### src/rtl/pix_frame_pack.sv
// -----------------------------------------------------------------------------
// pix_frame_pack
//
// Wraps each frame of packed pixel words from an upstream pixel packer into a
// framed stream for a downstream FIFO:
//
//    leader  : {LEADER_TAG, frame_count}       (written on the frame start edge)
//    payload : one FIFO word per i_pix_data_en (written one cycle later)
//    trailer : {TRAILER_TAG, word_count[23:0]} (written after frame end)
//
// A frame is captured only if acquisition is enabled and the FIFO has room at
// the frame start. If the FIFO is full when a payload word arrives, the rest of
// the frame is dropped (no trailer, frame counter untouched) and the sticky
// overflow flag is raised until the next captured frame.
//
// FIFO write handshake: i_fifo_full is the only back-pressure signal. A word is
// issued on a rising clk edge only if i_fifo_full is low at that edge; the
// issued word appears on ov_fifo_din together with o_fifo_wr=1 for exactly one
// cycle after that edge. ov_fifo_din is all zero whenever o_fifo_wr is low.
//
// Ports
//    clk             in   pixel clock, single clock domain
//    reset_n         in   asynchronous active-low reset
//    i_fval          in   frame valid from the pixel packer
//    i_pix_data_en   in   packed word valid strobe (qualified by i_fval)
//    iv_pix_data     in   packed pixel word [DATA_WD]
//    i_stream_enable in   acquisition enable, sampled at frame start only
//    i_fifo_full     in   downstream FIFO full
//    o_fifo_wr       out  FIFO write strobe (registered)
//    ov_fifo_din     out  FIFO write data [DATA_WD] (registered)
//    ov_frame_cnt    out  number of frames whose trailer was written (wraps)
//    o_overflow      out  sticky "frame dropped" flag
//    dbg_state       out  current FSM state (state_t encoding)
// -----------------------------------------------------------------------------
module pix_frame_pack #(
   parameter int          DATA_WD     = 32,
   parameter logic [15:0] LEADER_TAG  = 16'h5AA5,
   parameter logic [7:0]  TRAILER_TAG = 8'hA5
) (
   input  logic               clk,
   input  logic               reset_n,
   input  logic               i_fval,
   input  logic               i_pix_data_en,
   input  logic [DATA_WD-1:0] iv_pix_data,
   input  logic               i_stream_enable,
   input  logic               i_fifo_full,
   output logic               o_fifo_wr,
   output logic [DATA_WD-1:0] ov_fifo_din,
   output logic [15:0]        ov_frame_cnt,
   output logic               o_overflow,
   output logic [2:0]         dbg_state
);

   typedef enum logic [2:0] {
      ST_IDLE    = 3'd0,
      ST_PAYLOAD = 3'd1,
      ST_TRAILER = 3'd2,
      ST_SKIP    = 3'd3,
      ST_DROP    = 3'd4
   } state_t;

   state_t             state;
   state_t             state_nxt;

   logic               fval_dly;
   logic               frame_start;
   logic               frame_end;

   logic [23:0]        word_cnt;

   logic               wr_nxt;
   logic [DATA_WD-1:0] din_nxt;
   logic               word_cnt_clr;
   logic               word_cnt_inc;
   logic               frame_cnt_inc;
   logic               overflow_set;
   logic               overflow_clr;

   logic [DATA_WD-1:0] leader_word;
   logic [DATA_WD-1:0] trailer_word;

   // ---------------------------------------------------------------------------
   // Frame edge detection. fval_dly comes out of reset high so that a frame
   // already in progress when reset is released never looks like a start.
   // ---------------------------------------------------------------------------
   always_ff @(posedge clk or negedge reset_n) begin
      if (!reset_n) begin
         fval_dly <= 1'b1;
      end else begin
         fval_dly <= i_fval;
      end
   end

   assign frame_start = i_fval & ~fval_dly;
   assign frame_end   = ~i_fval & fval_dly;

   assign leader_word  = DATA_WD'({LEADER_TAG, ov_frame_cnt});
   assign trailer_word = DATA_WD'({TRAILER_TAG, word_cnt});

   // ---------------------------------------------------------------------------
   // FSM state register
   // ---------------------------------------------------------------------------
   always_ff @(posedge clk or negedge reset_n) begin
      if (!reset_n) begin
         state <= ST_IDLE;
      end else begin
         state <= state_nxt;
      end
   end

   // ---------------------------------------------------------------------------
   // FSM next state and next-cycle output requests
   // ---------------------------------------------------------------------------
   always_comb begin
      state_nxt     = state;
      wr_nxt        = 1'b0;
      din_nxt       = '0;
      word_cnt_clr  = 1'b0;
      word_cnt_inc  = 1'b0;
      frame_cnt_inc = 1'b0;
      overflow_set  = 1'b0;
      overflow_clr  = 1'b0;

      case (state)
         ST_IDLE: begin
            if (frame_start) begin
               if (i_stream_enable && !i_fifo_full) begin
                  wr_nxt       = 1'b1;
                  din_nxt      = leader_word;
                  overflow_clr = 1'b1;
                  word_cnt_clr = 1'b1;
                  state_nxt    = ST_PAYLOAD;
               end else begin
                  state_nxt    = ST_SKIP;
               end
            end
         end

         ST_PAYLOAD: begin
            // frame_end implies i_fval low, so a strobe in the end cycle is
            // never taken as payload.
            if (frame_end) begin
               state_nxt = ST_TRAILER;
            end else if (i_fval && i_pix_data_en) begin
               if (i_fifo_full) begin
                  overflow_set = 1'b1;
                  state_nxt    = ST_DROP;
               end else begin
                  wr_nxt       = 1'b1;
                  din_nxt      = iv_pix_data;
                  word_cnt_inc = 1'b1;
               end
            end
         end

         ST_TRAILER: begin
            // Any frame that started while waiting for FIFO room has already
            // lost its leader, so if i_fval is high when the trailer goes out
            // that frame is skipped to its end.
            if (!i_fifo_full) begin
               wr_nxt        = 1'b1;
               din_nxt       = trailer_word;
               frame_cnt_inc = 1'b1;
               state_nxt     = i_fval ? ST_SKIP : ST_IDLE;
            end
         end

         ST_SKIP: begin
            if (frame_end) begin
               state_nxt = ST_IDLE;
            end
         end

         ST_DROP: begin
            if (frame_end) begin
               state_nxt = ST_IDLE;
            end
         end

         default: begin
            state_nxt = ST_IDLE;
         end
      endcase
   end

   // ---------------------------------------------------------------------------
   // Registered FIFO write port
   // ---------------------------------------------------------------------------
   always_ff @(posedge clk or negedge reset_n) begin
      if (!reset_n) begin
         o_fifo_wr   <= 1'b0;
         ov_fifo_din <= '0;
      end else begin
         o_fifo_wr   <= wr_nxt;
         ov_fifo_din <= din_nxt;
      end
   end

   // ---------------------------------------------------------------------------
   // Payload word counter, saturating so a huge frame never reports a small
   // count in its trailer.
   // ---------------------------------------------------------------------------
   always_ff @(posedge clk or negedge reset_n) begin
      if (!reset_n) begin
         word_cnt <= '0;
      end else if (word_cnt_clr) begin
         word_cnt <= '0;
      end else if (word_cnt_inc && (word_cnt != 24'hFF_FFFF)) begin
         word_cnt <= word_cnt + 24'd1;
      end
   end

   // ---------------------------------------------------------------------------
   // Completed-frame counter (wraps naturally at 16 bits)
   // ---------------------------------------------------------------------------
   always_ff @(posedge clk or negedge reset_n) begin
      if (!reset_n) begin
         ov_frame_cnt <= '0;
      end else if (frame_cnt_inc) begin
         ov_frame_cnt <= ov_frame_cnt + 16'd1;
      end
   end

   // ---------------------------------------------------------------------------
   // Sticky overflow flag: raised on a dropped word, cleared only when the next
   // frame is actually captured.
   // ---------------------------------------------------------------------------
   always_ff @(posedge clk or negedge reset_n) begin
      if (!reset_n) begin
         o_overflow <= 1'b0;
      end else if (overflow_set) begin
         o_overflow <= 1'b1;
      end else if (overflow_clr) begin
         o_overflow <= 1'b0;
      end
   end

   assign dbg_state = state;

   // ---------------------------------------------------------------------------
   // Interface properties
   // ---------------------------------------------------------------------------
   no_wr_when_full : assert property (
      @(posedge clk) disable iff (!reset_n) i_fifo_full |=> !o_fifo_wr);

   din_zero_when_idle : assert property (
      @(posedge clk) disable iff (!reset_n) !o_fifo_wr |-> (ov_fifo_din == '0));

endmodule
### config.mk
export PLATFORM = sky130hd
export DESIGN_NAME = pix_frame_pack
export DESIGN_NICKNAME = d
export VERILOG_FILES = /design/src/rtl/pix_frame_pack.sv
export SDC_FILE = /design/constraint.sdc
export NUM_CORES = 1
export LEC_CHECK = 0
export CAP_MARGIN = 20
export CORE_MARGIN = 3
export CORE_UTILIZATION = 49
export DETAILED_ROUTE_END_ITERATION = 7
export GPL_TIMING_DRIVEN = 0
export PLACE_DENSITY = 0.8
export SYNTH_ARGS = -nofsm -noshare
export SYNTH_HDL_FRONTEND = slang
export SYNTH_SLANG_ARGS = --single-unit
### constraint.sdc
create_clock -name clk -period 2.7 [get_ports clk]
set_clock_uncertainty 0.2 [all_clocks]
set_input_delay 0.405 -clock clk [delete_from_list [all_inputs] [get_ports clk]]
set_output_delay 0.405 -clock clk [all_outputs]
set_load 0.02 [all_outputs]
== After elaboration in Yosys (flattened, before gate mapping) ==
Cells that the tools add are included.

* Bits of input ports: 38
* Logic and storage cells: 65
* Output and inout port bits: 53
* Flip-flop bits (word level): 78

* Eq/ne operators: 10
* Mux-type cells: 33
* Reductions and logical operators: 9
* Add/sub/neg operators: 2
* Bitwise operators: 4

{| class="wikitable"
|+ Operators with widths
! operator !! number
|-
| two-way mux 32 bit || 4
|-
| case mux 32 bit (3 select lines) || 1
|-
| two-way mux 31 bit || 2
|-
| two-way mux 24 bit || 2
|-
| adder 24 x 1 -> 24 bit, second input constant || 1
|-
| inequality test 24 bit, second input constant || 1
|-
| two-way mux 3 bit || 6
|-
| adder 16 x 1 -> 16 bit, second input constant || 1
|-
| two-way mux 1 bit || 14
|-
| case mux 3 bit (4 select lines) || 1
|-
| equality test 3 x 2 -> 1 bit, second input constant || 2
|-
| inequality test 3 bit, second input constant || 2
|-
| AND reduction 5 bit || 1
|-
| two-way mux 2 bit || 2
|-
| inequality test 2 bit, second input constant || 2
|-
| nonzero test 2 bit || 2
|-
| equality test 3 x 1 -> 1 bit, second input constant || 1
|-
| equality test 3 bit, second input constant || 1
|-
| logical AND 1 bit || 3
|-
| zero test 3 bit || 1
|-
| case mux 1 bit (3 select lines) || 1
|-
| bitwise AND 1 bit || 2
|-
| inequality test 2 x 1 -> 1 bit, second input constant || 1
|-
| NOT 1 bit || 2
|-
| other kinds (2) || 2
|}

== Depth between registers and ports, before layout ==
Gate-level depths: netlist (run 1).

* Word-level depth: 7
* Mapped depth: 9
* Gate-level depth less buffers: 6

== Least setup slack after synthesis (run 1) ==
No wires, ideal clock.

* Path kind: flip-flop to flip-flop
* Start point: register state[1], in the netlist dbg_state[1]
* End point: register word_cnt[16]
* Data required time: 2.374 ns
* Path buffers: 2
* Data arrival time: 2.096 ns
* Library setup time: 0.126 ns
* Path slack: 0.278 ns
* Clock period less this slack: 2.422 ns
* Cell stages (with the launch flop): 8
* Path through: dfrtp_1 > buf_6 > or3b_1 > or3_1 > buf_2 > a21oi_4 > nor2_2 > a221o_1

* Longest elaborated chain between the ends: 4
* Elaborated cells between the ends (all ways): 7
* Classes of those cells: 1 x eq/ne; 3 x mux; 3 x reduce/logical

{| class="wikitable"
|+ RTL lines
! item !! RTL line !! RTL
|-
| start, declared || 62 || <nowiki>state_t state;</nowiki>
|-
| start signal, assigned || 107 || <nowiki>state <= state_nxt;</nowiki>
|-
| equality test 3 x 1 -> 1 bit || 124 || <nowiki>case (state)</nowiki>
|-
| two-way mux 1 bit || 124 ||
|-
| logical AND 1 bit || 208 || <nowiki>end else if (word_cnt_inc && (word_cnt != 24'hFF_FFFF)) begin</nowiki>
|-
| nonzero test 2 bit (no line) || - ||
|-
| end signal, assigned || 209 || <nowiki>word_cnt <= word_cnt + 24'd1;</nowiki>
|-
| end, declared || 69 || <nowiki>logic [23:0] word_cnt;</nowiki>
|}

Several ways; a longest one is shown, not always the timed one.
A chain may end at the register's enable or synchronous reset.

== Worst setup path after layout (run 1) ==
* Start point: register word_cnt[0]
* End point: register word_cnt[13]

* Longest elaborated chain between the ends: 3
* Elaborated cells between the ends (all ways): 6
* Classes of those cells: 1 x add/sub; 1 x eq/ne; 2 x mux; 2 x reduce/logical

{| class="wikitable"
|+ RTL lines
! item !! RTL line
|-
| adder 24 x 1 -> 24 bit or inequality test 24 bit (tied branches) || 209, 208
|-
| two-way mux 24 bit or logical AND 1 bit (tied branches) || 208
|-
| two-way mux 24 bit or nonzero test 2 bit (tied branches) || -
|}

Several ways; a longest one is shown, not always the timed one. The select of a mux whose other input is x is not followed.

==> results of run 1 <==
per-stage QoR:
step	total power, uW	utilization (%)	setup TNS, ns
after global placement	2500	66.6	-135.84
after CTS	3650	71.0	0
after global routing	3810	71.3	0
final	3630	71.3	0
after detailed placement	2540	67.0	-9.96
after floorplan	2090	-	0
sequential cells by signal, indices dropped and copies added (netlist names):
name,flops
o_fifo_wr,1
ov_fifo_din,32
fval_dly,1
o_overflow,1
dbg_state,3
ov_frame_cnt,16
word_cnt,24
layout make-up:
cell class	count	area [um^2]	area share, %
multi-input cells	220	1500	30.1
repair buffers	95	958	19.2
clock inverters	6	116	2.34
clock buffers	10	138	2.76
flip-flops and latches	78	1950	39.2
plain buffers	20	108	2.16
well taps	96	120	2.41
inverters	23	86.3	1.73
routing by layer:
layer	GRT usage (%)	vias to the layer above
li1	-	1461
met1	29.1	1530
met2	36.4	131
met3	4.27	18
met4	9.03	0
met5	0	-
synth_stat cells, drive strengths merged, types with 3 or more instances:
library cell / n / area, um^2
a211o: 6 / 52.6
a21o: 5 / 37.5
a21oi: 10 / 65.1
a221o: 7 / 70.1
a222oi: 16 / 160
a22o: 5 / 43.8
a31oi: 5 / 31.3
and3: 16 / 100
buf: 7 / 56.3
clkbuf: 13 / 48.8
dfrtp: 77 / 1930
inv: 23 / 86.3
mux2: 5 / 56.3
nand2: 28 / 105
nand3: 20 / 100
nand4: 10 / 68.8
nor2: 22 / 85.1
nor3: 9 / 45.0
o21ai: 9 / 45.0
or3: 3 / 18.8
xnor2: 14 / 123
xor2: 6 / 52.6
critical path: stages, from the launching register on:
cell	delay (ns)
dfrtp_1	0.45
ha_1	0.24
nand3_1	0.18
nor4_4	0.57
a21o_1	0.22
buf_2	0.23
nor3_1	0.08
a211o_1	0.28
logic make-up after synthesis:
logic type / count (synthesis) / synth area share, %
muxes: 7 / 2.10
and+or+nand+nor: 121 / 17.9
xor gates and xnor gates: 20 / 4.82
adders and majority gates: 2 / 0.689
DFF: 78 / 53.8
buffers and inverters: 43 / 5.27
AOI/OAI and AO/OA: 70 / 15.4
power groups by stage:
stage	Sequential, uW	Clock [uW]	Combinational, uW
floorplan	1640	0	450
global placement	1530	0	972
detailed placement	1540	0	1000
CTS	1510	1120	1020
global route	1540	1160	1110
finish	1520	1090	1020
worst max path at each step:
stage                 startpoint               end  slack [ns]  cells after the start
floorplan           dbg_state[1]      word_cnt[16]        0.28                      7
global placement         reset_n      dbg_state[1]       -1.66                      1
detailed placement   i_fifo_full  ov_frame_cnt[15]       -0.47                      6
CTS                  word_cnt[0]      word_cnt[13]        0.03                      7
global route         word_cnt[0]      word_cnt[13]       0.003                      7
finish               word_cnt[0]      word_cnt[13]        0.12                      7
what timing repair did:
action | CTS | global route
gates resized for setup | 2 | 4
setup endpoints to repair | 5 | 28
hold buffers | 1 | 0
hold endpoints to repair | 77 | 0
pin swaps | 0 | 1
buffers inserted | 0 | 3
==> impl_metrics.yaml, run 1 <==
status:
  status: "complete, no violations"
power_and_ir_drop:
  p_sw_share_pct: 31.5
  leakage_uw: 0.00239
  clockPowerShare_pct: 30.1
  p_seq_share_pct: 41.8
  p_switching_uw: 1140
  ir_drop_mv: 0.525
  comb_power_share_pct: 28.1
  p_int_uw: 2490
  power_density_nw_per_um2: 730
cells_and_area:
  fin_nets: 487
  final_common_cell: "clkdlybuf4s50_1"
  final_cells: 548
  layout_common_cells: "89 x clkdlybuf4s50_1, 77 x dfrtp_1, 28 x nand2_1"
  diodes: 0
  drive_gt1_share_pct: 9.96
  area_delta_synth_final_pct: 37.1
  num-fill-cells: 524
  fin_area_um2: 4980
place:
  placed_area_um2: 4680
  io_buffers: 90
  post-place-ws_ns: -0.473
  dp.cells: 528
  place_congestion: 0.842
  hpwlAfterDp_um: 6370
detailed_routing:
  dr_wl_met3_um: 585
  drc: 0
  via_per_inst: 5.73
  dr.pass1.iters: 5
  top_layer: "met4"
  wl_met2_um: 4480
  antenna_left: 0
  met1_length_um: 3900
  finalWirelength_um: 9120
  num_vias: 3140
  wl_per_cell_um: 16.6
  drt_iter0_drc: 212
logic_synthesis:
  ys_seq_elements: 78
  ys_types: 48
  async_flop_share_pct: 100
  synth-seq-area-share_pct: 53.8
  synth-edff-count: 0
  syn_inst: 341
  synth_top_flop_cell: "dfrtp_1"
  synth_area_per_cell_um2: 10.6
  postSynthNetCount: 381
  syn_area_um2: 3630
  ys_warn_count: 0
cts:
  cts_buffer_depth: 2
  htreeDepth: 3
  insertion_delay_ns: 0.36
  cts_buffers: 9
  cts_root_buf: "clkbuf_8"
  cts_tree: "done"
  clk_pin_slew_ns: 0.08
  clock_sinks: 78
sta:
  setup_ws_ns: 0.117
  post-route-min-period_ns: 2.58
  drv_slew: 0
  final-hold-violation-count: 0
  timing.hold.ws_ns: 0.192
  worstMarginPinSlew_ns: 0.692
  slew_headroom_pct: 53.5
  setup_violations: 0
  rsz0062_at_grt: "no"
  finalCritPeriodShare_pct: 95.7
  fmax_ghz: 0.387
worst_setup_path:
  r2r_slack_ns: 0.12
  cp.required_ns: 2.74
  startpoint_type: "register"
  crit_fanout: 10
  arrival_ns: 2.63
  end_kind: "register"
  critPathKind: "register to register"
  r2r_start: "word_cnt[0]"
  rr_worst_depth: 7
  reg2reg_to: "word_cnt[13]"
floorplanning:
  die_w_um: 92.1
  rows: 30
  ios: 91
  start_util_pct: 52.0
  core_um2: 6980
  die_area_um2: 8480
  die_h_um: 92.1
global_routing:
  overflow: 0
  grt_pass1_wl_um: 15000
  grt_max_degree: 74
  grt_pass1_vias: 3066
  track_usage_pct: 22.2
  antenna_found_initial: 0
hold_path:
  hold_path_class: "input pin to asynchronous set/reset pin"
run:
  maxCapViolCount: 0
No activity file was read; power rests on OpenSTA's default activity.
==> inputs of run 2 (changes only) <==
- RECOVER_POWER: not set -> 100
==> run 2 against run 1 <==
Routed wire length decreased by 0.12%. Total power decreased by 1.5%. Hold slack improved by 0.037 ns. Die area unchanged. Worst setup slack got worse by 0.0016 ns. Critical path type unchanged. Critical endpoint unchanged. Highest routed layer unchanged.
==> impl_metrics.yaml, run 2 (synthesized netlist as in run 1, its figures left out) <==
detailed_routing:
  antenna_left: 0
  finalWirelength_um: 9110
  drc: 0
  top_layer: "met4"
  wl_met2_um: 4480
  num_vias: 3164
  wl_per_cell_um: 16.6
  dr.pass1.iters: 5
  met1_length_um: 3820
  drt_iter0_drc: 222
  dr_wl_met3_um: 631
  via_per_inst: 5.77
worst_setup_path:
  startpoint_type: "register"
  r2r_slack_ns: 0.12
  critPathKind: "register to register"
  crit_slowest_cell: "nor4_4"
  slowest_delay_ns: 0.57
  r2r_start: "word_cnt[0]"
  end_kind: "register"
  crit_fanout: 10
  reg2reg_to: "word_cnt[13]"
  rr_worst_depth: 7
  cp_cell_sequence: "ha_1, nand3_1, nor4_4, a21o_1, buf_2, nor3_1, a211o_1"
  cp.required_ns: 2.74
  arrival_ns: 2.63
global_routing:
  grt_pass1_vias: 3066
  overflow: 0
  grt_max_degree: 74
  antenna_found_initial: 0
  grt_pass1_wl_um: 15000
  track_usage_pct: 22.2
sta:
  drv_slew: 0
  fmax_ghz: 0.387
  final-hold-violation-count: 0
  finalCritPeriodShare_pct: 95.7
  setup_tns_ns: 0
  worstMarginPinSlew_ns: 0.969
  slew_headroom_pct: 35.4
  rsz0062_at_grt: "no"
  post-route-min-period_ns: 2.58
  setup_ws_ns: 0.116
  setup_violations: 0
cts:
  clk_pin_slew_ns: 0.08
  htreeDepth: 3
  clock_sinks: 78
  cts_buffer_depth: 2
  cts_root_buf: "clkbuf_8"
  cts_buffers: 9
  cts_tree: "done"
  insertion_delay_ns: 0.36
run:
  maxCapViolCount: 0
place:
  place_congestion: 0.842
  dp.cells: 528
  io_buffers: 90
  hpwlAfterDp_um: 6370
  post-place-ws_ns: -0.473
floorplanning:
  die_w_um: 92.1
  core_um2: 6980
  ios: 91
  start_util_pct: 52.0
  rows: 30
  die_area_um2: 8480
  die_h_um: 92.1
power_and_ir_drop:
  leakage_uw: 0.00253
  p_seq_share_pct: 42.3
  clockPowerShare_pct: 30.5
  p_sw_share_pct: 31.6
  p_switching_uw: 1130
  power_density_nw_per_um2: 722
  ir_drop_mv: 0.519
  comb_power_share_pct: 27.2
  p_int_uw: 2450
cells_and_area:
  fin_nets: 487
  layout_common_cells: "77 x dfrtp_1, 54 x dlygate4sd3_1, 36 x clkdlybuf4s50_1"
  regMostFlops: "ov_fifo_din"
  area_delta_synth_final_pct: 36.5
  top_regs: "ov_fifo_din x32, word_cnt x24, ov_frame_cnt x16"
  fin_util_pct: 71.0
  largest_register_ff_count: 32
  num-fill-cells: 528
  diodes: 0
  drive_gt1_share_pct: 9.73
  final_cells: 548
  final_common_cell: "dfrtp_1"
status:
  status: "complete, no violations"
hold_path:
  hold_path_class: "input pin to asynchronous set/reset pin"
==> run 2: per-stage QoR <==
step	hold slack [ns]	area (um^2)	total power, uW
5_1_grt	0.265	4960	3760
6_report	0.229	4960	3580
3_3_place_gp	0.291	4650	2500
3_5_place_dp	0.0269	4680	2540
4_1_cts	0.184	4950	3650
2_1_floorplan	-0.0906	3630	2090
==> run 2: worst max-delay path, delay by kind of cell, from the launching register on <==
kind | cells | cell delay, ns
AOI/OAI and AO/OA | 2 | 0.50
adders and majority gates | 1 | 0.24
buffers and inverters | 1 | 0.24
DFF | 1 | 0.45
and+or+nand+nor | 3 | 0.84
==> run 2: cell type report <==
| cell class | count | area, um^2 | share of cell area [%] |
|---|---|---|---|
| sequential | 78 | 1950 | 39.4 |
| timing repair buffer | 95 | 935 | 18.9 |
| inverter | 23 | 86.3 | 1.74 |
| clock inverter | 6 | 116 | 2.35 |
| multi-input combinational | 220 | 1500 | 30.3 |
| clock buffer | 10 | 138 | 2.78 |
| tap | 96 | 120 | 2.42 |
| buffer | 20 | 108 | 2.17 |
==> run 2: worst max-delay path by stage <==
stage                     cells past startpoint                to  slack [ns]    startpoint
after floorplan                               7      word_cnt[16]        0.28  dbg_state[1]
after global placement                        1      dbg_state[1]       -1.66       reset_n
after detailed placement                      6  ov_frame_cnt[15]       -0.47   i_fifo_full
after CTS                                     7      word_cnt[13]        0.03   word_cnt[0]
after global routing                          7      word_cnt[13]       0.003   word_cnt[0]
final                                         7      word_cnt[13]        0.12   word_cnt[0]
==> run 2: routing by layer <==
metal | vias to the layer above | global-route usage, %
met4 | 0 | 9.03
met5 | - | 0
met2 | 126 | 36.4
met3 | 21 | 4.27
met1 | 1556 | 29.1
li1 | 1461 | -
==> run 2: repair_timing <==
item | 4_1_cts | 5_1_grt
hold buffers | 1 | 0
gates cloned | 0 | 0
endpoints found under the hold margin | 77 | 0
pin swaps | 0 | 1
endpoints found under the setup margin | 5 | 28
setup buffers | 0 | 3
gates resized for setup | 2 | 4
==> run 2: power groups by stage <==
stage                     logic (uW)  clock network [uW]  registers [uW]
after floorplan                  450                   0            1640
after global placement           972                   0            1530
after detailed placement        1000                   0            1540
after CTS                       1020                1120            1510
after global routing            1060                1160            1540
final                            975                1090            1510
==> inputs of run 3 (changes only) <==
- CORE_MARGIN: 3 -> not set
==> run 3 against run 2 <==
Cell count increased by 0.18%. Total power decreased by 5.2%. Non-clock buffer count decreased by 2. Sequential power about the same. Clock power decreased by 16%. Critical endpoint is now word_cnt[15]. Largest cell class unchanged. Largest power group unchanged.
==> impl_metrics.yaml, run 3 (synthesized netlist as in run 1, its figures left out) <==
worst_setup_path:
  r2r_slack_ns: 0.12
  rr_worst_depth: 9
  startpoint_type: "register"
  reg2reg_to: "word_cnt[15]"
  crit_fanout: 10
  end_kind: "register"
  arrival_ns: 2.66
  cp.required_ns: 2.78
  critPathKind: "register to register"
  r2r_start: "dbg_state[2]"
floorplanning:
  die_area_um2: 7760
  rows: 31
  ios: 91
  start_util_pct: 50.3
  die_h_um: 88.1
  die_w_um: 88.1
  core_um2: 7210
sta:
  slew_headroom_pct: 40.4
  timing.hold.ws_ns: 0.291
  post-route-min-period_ns: 2.58
  fmax_ghz: 0.387
  worstMarginPinSlew_ns: 0.894
  finalCritPeriodShare_pct: 95.7
  final-hold-violation-count: 0
  setup_violations: 0
  drv_slew: 0
  setup_ws_ns: 0.116
power_and_ir_drop:
  leakage_uw: 0.00247
  ir_drop_mv: 0.450
  power_density_nw_per_um2: 693
global_routing:
  overflow: 0
  grt_pass1_vias: 2988
  antenna_found_initial: 0
  grt_pass1_wl_um: 14500
  grt_max_degree: 68
  track_usage_pct: 24.8
cts:
  cts_buffers: 9
  cts_tree: "done"
  cts_root_buf: "clkbuf_8"
  cts_buffer_depth: 2
  clock_sinks: 78
  htreeDepth: 3
  clk_pin_slew_ns: 0.08
  insertion_delay_ns: 0.35
cells_and_area:
  layout_common_cells: "77 x dfrtp_1, 54 x dlygate4sd3_1, 36 x clkdlybuf4s50_1"
  fin_nets: 485
  area_delta_synth_final_pct: 34.8
  largest_register_ff_count: 32
  fin_util_pct: 67.9
  drive_gt1_share_pct: 8.89
  diodes: 0
  final_cells: 549
  top_regs: "ov_fifo_din x32, word_cnt x24, ov_frame_cnt x16"
  final_common_cell: "dfrtp_1"
  regMostFlops: "ov_fifo_din"
detailed_routing:
  antenna_left: 0
  wl_per_cell_um: 16.2
  via_per_inst: 5.71
  num_vias: 3133
  drc: 0
  dr.pass1.iters: 6
  finalWirelength_um: 8920
  drt_iter0_drc: 328
run:
  maxCapViolCount: 0
place:
  place_congestion: 0.881
  dp.cells: 531
  hpwlAfterDp_um: 6210
  io_buffers: 90
  post-place-ws_ns: -0.454
hold_path:
  holdPathEnd: "ov_frame_cnt[15]"
  min_delay_path_depth: 1
  worstHoldStart: "ov_frame_cnt[15]"
  hold_path_class: "register to register"
status:
  status: "complete, no violations"
## run 3: metrics by stage
stage               setup TNS, ns  instance area, um^2  power (uW)
floorplan                       0                 3630        2090
global placement          -138.31                 4660        2500
detailed placement         -12.61                 4680        2530
CTS                             0                 4910        3460
global route             -0.00879                 4900        3570
finish                          0                 4900        3390
## run 3: area by class of cell
type,count,area [um^2]
Fill cell,574,2320
Sequential cell,78,1950
Multi-Input combinational cell,220,1490
Timing Repair Buffer,94,927
Clock buffer,12,155
Tap cell,99,124
Buffer,19,103
Inverter,23,86.3
Clock inverter,4,53.8
## run 3: worst max-delay path, stage by stage (launching register included)
cell     delay [ns]
dfrtp_1        0.38
buf_2          0.17
or3b_1         0.41
or3_1          0.36
buf_2          0.17
a21oi_4        0.22
buf_6          0.19
buf_6          0.15
nand4_1        0.12
a21oi_2        0.14
## run 3: layer usage
layer | vias up | GRT usage, % | share of wire [%]
met2 | 127 | 40.4 | 50
met1 | 1537 | 33.8 | 42
met5 | - | 0 | 0
met3 | 14 | 4.71 | 6.6
met4 | 0 | 7.62 | 1.2
li1 | 1455 | - | -
## run 3: power by group
group | leakage (uW) | internal, uW | switching, uW
logic | 0.00132 | 449 | 516
registers | 0.00105 | 1350 | 167
clock network | 0.0000992 | 482 | 434
total | 0.00247 | 2280 | 1120
## run 3: what timing repair did
action | 4_1_cts | 5_1_grt
resized for setup | 2 | 2
setup endpoints to repair | 7 | 30
endpoints found under the hold margin | 11 | 0
setup buffers | 0 | 2
hold buffers | 1 | 0
pin swaps | 0 | 1
## run 3: worst max path at each step
stage / slack [ns] / to / cells past startpoint / from
global route: -0.009 / word_cnt[6] / 6 / dbg_state[2]
finish: 0.12 / word_cnt[15] / 9 / dbg_state[2]
detailed placement: -0.45 / ov_frame_cnt[15] / 6 / i_fifo_full
global placement: -1.67 / ov_frame_cnt[15] / 1 / reset_n
floorplan: 0.28 / word_cnt[16] / 7 / dbg_state[1]
CTS: 0.04 / ov_fifo_din[5] / 7 / i_fval
